$ cat config.mk
export PLATFORM = sky130hd
export DESIGN_NAME = pipelined_adder_tree
export DESIGN_NICKNAME = d
export VERILOG_FILES = /design/src/rtl/adder_tree_pkg.sv /design/src/rtl/adder_tree_level.sv /design/src/rtl/pipelined_adder_tree.sv
export SDC_FILE = /design/constraint.sdc
export NUM_CORES = 1
export LEC_CHECK = 0
export CAP_MARGIN = 20
export CELL_PAD_IN_SITES_DETAIL_PLACEMENT = 1
export CELL_PAD_IN_SITES_GLOBAL_PLACEMENT = 1
export CORE_UTILIZATION = 41
export DETAILED_ROUTE_END_ITERATION = 10
export GPL_TIMING_DRIVEN = 0
export PLACE_DENSITY_LB_ADDON = 0.1
export SLEW_MARGIN = 20
export SYNTH_ARGS = -nofsm -noshare
export SYNTH_HDL_FRONTEND = slang
export SYNTH_SLANG_ARGS = --single-unit
$ cat constraint.sdc
create_clock -name clk -period 5.6 [get_ports clk]
set_input_delay 1.4 -clock clk [delete_from_list [all_inputs] [get_ports clk]]
set_output_delay 1.4 -clock clk [all_outputs]
set_load 0.05 [all_outputs]
$ cat src/rtl/adder_tree_pkg.sv
// Shared width arithmetic and beat classification for the pipelined adder tree.
package adder_tree_pkg;

  // How a beat leaving the last tree level acts on the output stage.
  typedef enum logic [1:0] {
    BEAT_NONE   = 2'd0,
    BEAT_SINGLE = 2'd1,
    BEAT_ACC    = 2'd2,
    BEAT_CLOSE  = 2'd3
  } beat_kind_e;

  // Operand count for a tree of the given depth.
  function automatic int unsigned n_in(input int unsigned n_stage);
    return 32'd1 << n_stage;
  endfunction

  // Width of the full tree sum.
  function automatic int unsigned sum_w(input int unsigned in_w, input int unsigned n_stage);
    return in_w + n_stage;
  endfunction

  // Accumulator width: tree sum plus headroom.
  function automatic int unsigned acc_w(input int unsigned in_w, input int unsigned n_stage,
                                        input int unsigned acc_extra);
    return in_w + n_stage + acc_extra;
  endfunction

  // Width of each sum held at tree level k (level 0 is the raw operands).
  function automatic int unsigned level_w(input int unsigned in_w, input int unsigned k);
    return in_w + k;
  endfunction

  // Number of sums held at tree level k.
  function automatic int unsigned level_pairs(input int unsigned n_stage, input int unsigned k);
    return 32'd1 << (n_stage - k);
  endfunction

endpackage

$ cat src/rtl/adder_tree_level.sv
// One registered adder tree level: N_PAIR pairwise sums plus valid/acc/last tags.
module adder_tree_level
  import adder_tree_pkg::*;
#(
  parameter int unsigned N_PAIR = 1,
  parameter int unsigned IN_W   = 2
) (
  input  logic                                        clk,
  input  logic                                        rst_n,
  input  logic                                        en,
  input  logic [2*N_PAIR*IN_W-1:0]                    in_data,
  input  logic                                        in_valid,
  input  logic                                        in_acc,
  input  logic                                        in_last,
  output logic [N_PAIR*level_w(IN_W, 1)-1:0]          out_data,
  output logic                                        out_valid,
  output logic                                        out_acc,
  output logic                                        out_last
);

  localparam int unsigned OUT_W = level_w(IN_W, 1);

  logic [N_PAIR*OUT_W-1:0] sums;

  // Pair operands 2j and 2j+1 into sum j, widened by one bit so nothing is lost.
  always_comb begin
    sums = '0;
    for (int unsigned j = 0; j < N_PAIR; j++) begin
      sums[j*OUT_W +: OUT_W] = {1'b0, in_data[(2*j)*IN_W +: IN_W]}
                             + {1'b0, in_data[(2*j+1)*IN_W +: IN_W]};
    end
  end

  // Valid tag is the only state that needs reset; it advances with the pipeline.
  always_ff @(posedge clk) begin
    if (!rst_n) begin
      out_valid <= 1'b0;
    end else if (en) begin
      out_valid <= in_valid;
    end
  end

  // Data and side tags load with the pipeline and are qualified by valid.
  always_ff @(posedge clk) begin
    if (en) begin
      out_data <= sums;
      out_acc  <= in_acc;
      out_last <= in_last;
    end
  end

endmodule

$ cat src/rtl/pipelined_adder_tree.sv
// Pipelined unsigned adder tree with a saturating accumulator/output stage.
module pipelined_adder_tree
  import adder_tree_pkg::*;
#(
  parameter int unsigned N_STAGE   = 5,
  parameter int unsigned IN_W      = 2,
  parameter int unsigned ACC_EXTRA = 3,
  localparam int unsigned N_IN     = n_in(N_STAGE),
  localparam int unsigned SUM_W    = sum_w(IN_W, N_STAGE),
  localparam int unsigned ACC_W    = acc_w(IN_W, N_STAGE, ACC_EXTRA)
) (
  input  logic                 clk,
  input  logic                 rst_n,
  input  logic [N_IN*IN_W-1:0] wx,
  input  logic                 in_valid,
  output logic                 in_ready,
  input  logic                 acc_en,
  input  logic                 in_last,
  output logic [ACC_W-1:0]     y_out,
  output logic                 sat,
  output logic                 out_valid,
  input  logic                 out_ready
);

  logic advance;

  // The whole pipeline moves only when the output register is free or being drained.
  assign advance  = !out_valid || out_ready;
  assign in_ready = advance;

  for (genvar k = 1; k <= N_STAGE; k++) begin : g_lvl
    localparam int unsigned PAIRS = level_pairs(N_STAGE, k);
    localparam int unsigned W_IN  = level_w(IN_W, k - 1);

    logic [2*PAIRS*W_IN-1:0]   d_in;
    logic                      v_in;
    logic                      a_in;
    logic                      l_in;
    logic [PAIRS*(W_IN+1)-1:0] d_out;
    logic                      v_out;
    logic                      a_out;
    logic                      l_out;

    if (k == 1) begin : g_src
      assign d_in = wx;
      assign v_in = in_valid;
      assign a_in = acc_en;
      assign l_in = in_last;
    end else begin : g_src
      assign d_in = g_lvl[k-1].d_out;
      assign v_in = g_lvl[k-1].v_out;
      assign a_in = g_lvl[k-1].a_out;
      assign l_in = g_lvl[k-1].l_out;
    end

    adder_tree_level #(
      .N_PAIR (PAIRS),
      .IN_W   (W_IN)
    ) u_level (
      .clk       (clk),
      .rst_n     (rst_n),
      .en        (advance),
      .in_data   (d_in),
      .in_valid  (v_in),
      .in_acc    (a_in),
      .in_last   (l_in),
      .out_data  (d_out),
      .out_valid (v_out),
      .out_acc   (a_out),
      .out_last  (l_out)
    );
  end

  logic [SUM_W-1:0] tree_sum;
  logic             tree_valid;
  logic             tree_acc;
  logic             tree_last;

  assign tree_sum   = g_lvl[N_STAGE].d_out;
  assign tree_valid = g_lvl[N_STAGE].v_out;
  assign tree_acc   = g_lvl[N_STAGE].a_out;
  assign tree_last  = g_lvl[N_STAGE].l_out;

  logic [ACC_W-1:0] acc;
  logic             sticky;
  logic [ACC_W-1:0] ext_sum;
  logic [ACC_W-1:0] acc_sum;
  logic             acc_carry;
  logic [ACC_W-1:0] acc_next;
  beat_kind_e       kind;

  // Classify the final-level beat and form the saturated accumulator sum.
  always_comb begin
    kind                 = BEAT_NONE;
    ext_sum              = ACC_W'(tree_sum);
    {acc_carry, acc_sum} = {1'b0, acc} + {1'b0, ext_sum};
    acc_next             = acc_carry ? '1 : acc_sum;
    if (tree_valid) begin
      if (!tree_acc) begin
        kind = BEAT_SINGLE;
      end else if (!tree_last) begin
        kind = BEAT_ACC;
      end else begin
        kind = BEAT_CLOSE;
      end
    end
  end

  // Output register and accumulator; an independent beat leaves the accumulator alone.
  always_ff @(posedge clk) begin
    if (!rst_n) begin
      acc       <= '0;
      sticky    <= 1'b0;
      y_out     <= '0;
      sat       <= 1'b0;
      out_valid <= 1'b0;
    end else if (advance) begin
      unique case (kind)
        BEAT_SINGLE: begin
          y_out     <= ext_sum;
          sat       <= 1'b0;
          out_valid <= 1'b1;
        end
        BEAT_ACC: begin
          acc       <= acc_next;
          sticky    <= sticky | acc_carry;
          out_valid <= 1'b0;
        end
        BEAT_CLOSE: begin
          y_out     <= acc_next;
          sat       <= sticky | acc_carry;
          out_valid <= 1'b1;
          acc       <= '0;
          sticky    <= 1'b0;
        end
        default: begin
          out_valid <= 1'b0;
        end
      endcase
    end
  end

endmodule

# --- Word-level counts from Yosys, hierarchy flattened ---
# Index checks and enable logic that the tools add are counted.
totals:
  reg_bits: 157
  inputBits: 70
  out_inout_bits: 13
  wordCells: 77
classes:
  addsub: 32
  eq_ne: 3
  mux: 9
  bitwise: 1
  reduce_logical: 7
ops:
  columns: ["op", "n"]
  rows:
  - ["2-bit by 2-bit adder with 3-bit output", 16]
  - ["10-bit case mux with 2 select lines", 2]
  - ["3-bit by 3-bit adder with 4-bit output", 8]
  - ["4-bit by 4-bit adder with 5-bit output", 4]
  - ["5-bit by 5-bit adder with 6-bit output", 2]
  - ["10-bit by 7-bit adder with 11-bit output", 1]
  - ["10-bit 2-to-1 mux", 1]
  - ["6-bit by 6-bit adder with 7-bit output", 1]
  - ["2-bit equality test (second input constant)", 2]
  - ["2-bit 2-to-1 mux", 2]
  - ["1-bit case mux with 2 select lines", 2]
  - ["2-bit AND reduction", 2]
  - ["2-bit nonzero test", 2]
  - ["2-bit by 1-bit equality test with 1-bit output (second input constant)", 1]
  - ["1-bit 2-to-1 mux", 2]
  - ["2-bit OR reduction", 1]
  - ["1-bit logical NOT", 1]
  - ["1-bit logical OR", 1]
  - ["1-bit bitwise OR", 1]

# --- Longest topological paths before layout ---
depth:
  depth_word: 6
  depth_mapped: 8

# --- By module ---
# From an unflattened synthesis, not the netlist that was laid out.
hier_totals:
  cells_unflattened: 597
  hier_area_um2: 7932.6
by_module_without_submodules:
  columns: ["mod", "instances", "cells_per_inst", "area_per_inst_um2", "seq_area_each_um2"]
  rows:
  - ["adder_tree_level at g_lvl[1].u_level", 1, 135, 2245.9, 1521.5]
  - ["adder_tree_level at g_lvl[2].u_level", 1, 109, 1727.9, 1041.0]
  - ["pipelined_adder_tree", 1, 172, 1388.8, 460.4]
  - ["adder_tree_level at g_lvl[3].u_level", 1, 84, 1224.9, 680.7]
  - ["adder_tree_level at g_lvl[4].u_level", 1, 57, 795.8, 440.4]
  - ["adder_tree_level at g_lvl[5].u_level", 1, 40, 549.3, 290.3]

# --- Worst setup path after synthesis ---
# OpenSTA, ideal clock, no wires.
synth_timing:
  path_kind: "input -> output"
  from: "input port out_ready"
  to: "output port in_ready"
  t_arrival_ns: 2.725
  required_ns: 4.200
  setup_slack_ns: 1.475
  cell_stages: 3
  path_buffers: 1
  cell_sequence: "and2b_1 inv_1 buf_4"
synth_via:
  elab_chain_cells: 1
synth_lines:
  columns: ["item", "line_no", "text"]
  rows:
  - ["start: declaration", "pipelined_adder_tree.sv:22", "input logic out_ready"]
  - ["1-bit logical OR", "pipelined_adder_tree.sv:28", "assign advance = !out_valid || out_ready;"]
  - ["end: declaration", "pipelined_adder_tree.sv:16", "output logic in_ready,"]
# No other way between the ends.

# --- Worst setup path after layout ---
# Ends and elaborated chain as after synthesis.

==> Implementation_results.wiki <==
{| class="wikitable"
! Metric !! Value
|-
| CP Launch Type || input pin
|-
| Total gr overflow || 0
|-
| Top post-synthesis cells by count || sky130_fd_sc_hd__edfxtp_1 (129), sky130_fd_sc_hd__ha_1 (79), sky130_fd_sc_hd__inv_1 (66), sky130_fd_sc_hd__a21oi_1 (33)
|-
| Clock power share || between 20% and 30%
|-
| Synth top area cells || sky130_fd_sc_hd__edfxtp_1 (50%), sky130_fd_sc_hd__ha_1 (13%), sky130_fd_sc_hd__fa_1 (8.3%)
|-
| Floorplan die height || between 100 and 150 µm
|-
| Clock tree from TritonCTS || yes
|-
| Count of final setup violators || 0
|-
| Switching fraction of total power || a little over a quarter
|-
| Count of filler cells inserted in the layout || ~1,800
|-
| Fraction of final layout cells with drive strength greater than 1 || ~6.4%
|-
| Crit-path leading delay family || buffers and inverters
|-
| Final critical-path required period || between 4 and 5 ns
|-
| Antenna viol nets, final || 0
|-
| Longest individual stage delay on the worst path || between 0.8 and 0.9 ns
|-
| Total leakage power || between 4 and 5 nW
|-
| F_max || roughly 0.21 GHz
|-
| Average via count per standard cell || roughly 5
|-
| Cell Chain, Critical Path || clkdlybuf4s50_1 > and2b_1 > inv_1 > buf_8 > clkdlybuf4s50_1
|-
| Count of final hold-check violations || 0
|-
| Number of remaining DRC errors || 0
|-
| Wire length reported by the detailed router || ~13,000 µm
|-
| Worst IR drop on VDD || approximately 0.00024 V
|-
| Top-count cell post-synth || sky130_fd_sc_hd__edfxtp_1
|-
| Critical path arrival || about 3.5 ns
|-
| Buffers inserted during post-CTS setup optimization || 0
|-
| Crit path capture type || primary output
|-
| # port buffers || 81
|-
| Number of pins with negative max-slew slack in the final report || 0
|-
| Total CTS buffers || 17
|-
| RSZ-0062 raised after global routing || false
|-
| Starting density of the core || 42.5%
|-
| Weighted congestion reported at the end of routability-driven placement || between 0.7 and 0.8
|-
| DRC violation total after the first TritonRoute iteration || 103
|-
| Multi-input combinational cell area || ~3000 µm²
|-
| Worst Hold Class || reg -> reg
|-
| Largest driver fanout on the critical path || 47
|-
| Internal power consumption || about 2.9 mW
|-
| Count of distinct cell types in the synthesized netlist || 50
|-
| Number of top-level design ports || 83
|-
| Count of antenna diodes in the layout || 0
|-
| Number of warnings reported in the yosys synthesis log || 0
|-
| 1st-pass router iterations || 5
|-
| Slowest stage cell on the critical path || sky130_fd_sc_hd__clkdlybuf4s50_1
|-
| Number of enable flip-flop cells after synthesis || 129
|-
| Prevailing post-synth register cell || sky130_fd_sc_hd__edfxtp_1
|-
| Post-Syn Area per Cell || between 10 and 15 µm²
|-
| Skew-Pair Late Insertion Delay || approximately 0.42 ns
|-
| Maximum number of buffers from clock root to sink || 2
|-
| Power share of the combinational group || 26.4%
|-
| Max cap viols || 0
|-
| Die X || approximately 140 µm
|-
| Post-synthesis to final-layout area growth || 22.2%
|-
| Post-synthesis register bit count || approximately 160
|-
| Sequential power share || between 40 and 50%
|-
| Worst setup path class || in -> out
|-
| Clock root buffer || sky130_fd_sc_hd__clkbuf_16
|-
| H-tree depth || 4
|-
| Syn Inst Count || 557
|-
| Pwr Density || 420 nW/µm²
|-
| Area of the die || about 19,000 µm²
|-
| Global-route wire length before repair || between 20,000 and 25,000 µm
|-
| Worst endpoint required time || between 4 and 5 ns
|-
| FF/Latch Area || about 4400 µm²
|-
| Largest area contributor in the synthesized netlist || sky130_fd_sc_hd__edfxtp_1
|-
| Area share of the largest cell type after synthesis || roughly 50%
|-
| Placed insts || 868
|-
| Tot Pwr || a little under 4 mW
|-
| Number of core rows || between 40 and 50
|-
| Final Worst Setup Slack || 0.749 ns
|-
| Sequential fraction of the synthesis area || 57.3%
|-
| TritonCTS Sinks || around 160
|-
| Hold-fix buffers, CTS || 0
|-
| WP buf/inv || 4
|-
| Layout Skew || between 0.008 and 0.009 ns
|-
| Worst setup slack before clock tree synthesis || between 0.7 and 0.8 ns
|-
| Layout Cells excl Fill || 900
|-
| Post-DP HPWL || about 10000 µm
|-
| Worst rel slew slack || 60.1%
|-
| Period utilisation layout || 86.6%
|-
| Cell area after synthesis || 7740 µm²
|-
| Final Net Count || about 840
|-
| Slew of the pin with the lowest slew margin || 0.598 ns
|-
| Most repeated library cell on the critical path || sky130_fd_sc_hd__clkdlybuf4s50_1
|-
| End-of-flow core utilization || between 50% and 60%
|-
| Fin Setup TNS || 0 ns
|-
| Run status || finished clean
|-
| Synthesized netlist net count || 738
|-
| Count of instances resized after the clock tree is built || 0
|-
| Core area || around 18,000 µm²
|-
| Number of antenna violations at the first check in global routing || 0
|-
| GRT Util Overall || 15.1%
|-
| Maximum number of pins on one net before global-route repair || 94
|-
| Post-synthesis async set-or-reset flop share || 0%
|-
| Net Switching || between 1 and 1.5 mW
|-
| Via count of the first global-routing pass || about 5,000
|-
| Routed wire per std cell || ~15 µm
|-
| Clk slew on worst S/H paths || approximately 0.060 ns
|-
| Total via count in the routed design || 4,522
|}
[logic make-up (layout without fill, tap and decap cells)]
kind of cell / count (synthesis) / in the layout / synth area share [%]
AND/OR/NAND/NOR: 73 / 73 / 4.90
AO/OA/AOI/OAI: 109 / 109 / 9.49
buffers and inverters: 77 / 191 / 3.85
flip-flops: 157 / 157 / 57.3
adder cells (fa/ha/maj): 111 / 111 / 21.1
XOR/XNOR: 30 / 30 / 3.40
[registers in the layout, indices dropped and copies added (netlist names)]
| signal | cells |
|---|---|
| acc | 10 |
| g_lvl.u_level.out_acc | 5 |
| g_lvl.u_level.out_last | 5 |
| sticky | 1 |
| g_lvl.u_level.out_valid | 5 |
| sat | 1 |
| y_out | 10 |
| out_valid | 1 |
| g_lvl.u_level.out_data | 119 |
[final timing paths]
path                                              startpoint                  endpoint  slack (ns)  depth (start not counted)
worst min-delay path                g_lvl[4].u_level.out_acc  g_lvl[5].u_level.out_acc        0.42                          0
worst max register to register  g_lvl[5].u_level.out_data[0]                  y_out[5]        2.88                          8
worst max-delay path                               out_ready                  in_ready        0.75                          5
worst min register to register      g_lvl[4].u_level.out_acc  g_lvl[5].u_level.out_acc        0.42                          0
[power by group through the flow]
stage | combinational [mW] | clock (mW) | sequential (mW)
final | 1.05 | 1.15 | 1.78
after CTS | 1.08 | 1.18 | 1.79
after detailed placement | 1.06 | 0 | 1.81
after global routing | 1.22 | 1.22 | 1.81
after global placement | 1.01 | 0 | 1.80
after floorplan | 0.804 | 0 | 1.75
[cell usage in the layout, fill, tap and decap left out, types with 3 or more instances in the layout]
cell type,netlist,routed
sky130_fd_sc_hd__nand2b_1,7,7
sky130_fd_sc_hd__dfxtp_1,28,28
sky130_fd_sc_hd__clkdlybuf4s50_1,0,81
sky130_fd_sc_hd__nor2_1,5,5
sky130_fd_sc_hd__inv_1,66,66
sky130_fd_sc_hd__nand3_1,6,6
sky130_fd_sc_hd__edfxtp_1,129,129
sky130_fd_sc_hd__o21bai_1,3,3
sky130_fd_sc_hd__nand2_1,26,26
sky130_fd_sc_hd__nor2b_1,6,6
sky130_fd_sc_hd__xnor2_1,29,29
sky130_fd_sc_hd__bufinv_16,0,3
sky130_fd_sc_hd__a21oi_1,33,33
sky130_fd_sc_hd__and3_1,4,4
sky130_fd_sc_hd__a211oi_1,3,3
sky130_fd_sc_hd__buf_2,4,4
sky130_fd_sc_hd__o22ai_1,5,5
sky130_fd_sc_hd__ha_1,79,79
sky130_fd_sc_hd__o21ai_0,11,11
sky130_fd_sc_hd__nor3_1,9,9
sky130_fd_sc_hd__a21o_1,32,32
sky130_fd_sc_hd__fa_1,32,32
sky130_fd_sc_hd__clkinv_2,0,5
sky130_fd_sc_hd__clkbuf_1,6,8
sky130_fd_sc_hd__clkbuf_16,0,17
sky130_fd_sc_hd__o21ai_1,3,3
sky130_fd_sc_hd__clkinvlp_4,0,3
[metal layers]
layer,part of all wire [%],routed length [µm],global-route usage [%],vias up
met1,43,5850,17.6,2218
met2,52,7010,27.2,81
met3,3.3,439,3.72,19
met5,0,0,0,-
met4,1.4,188,4.97,0
li1,-,-,-,2204
[per-stage QoR]
stage | hold slack (ns) | area [µm²]
after floorplan | 0.400 | 7740
after global placement | 0.401 | 8830
after detailed placement | 0.405 | 8870
after CTS | 0.420 | 9450
after global routing | 0.432 | 9450
final | 0.418 | 9450
[layout make-up]
type                            instances  share of cell area, %
Tap cell                              229                   3.03
Multi-Input combinational cell        323                   31.8
Buffer                                 11                  0.609
Timing Repair Buffer                   82                   8.87
Clock buffer                           19                   4.58
Clock inverter                         13                   1.59
Sequential cell                       157                   46.9
Inverter                               66                   2.62
Note: power is estimated with default switching activity, not from simulation.
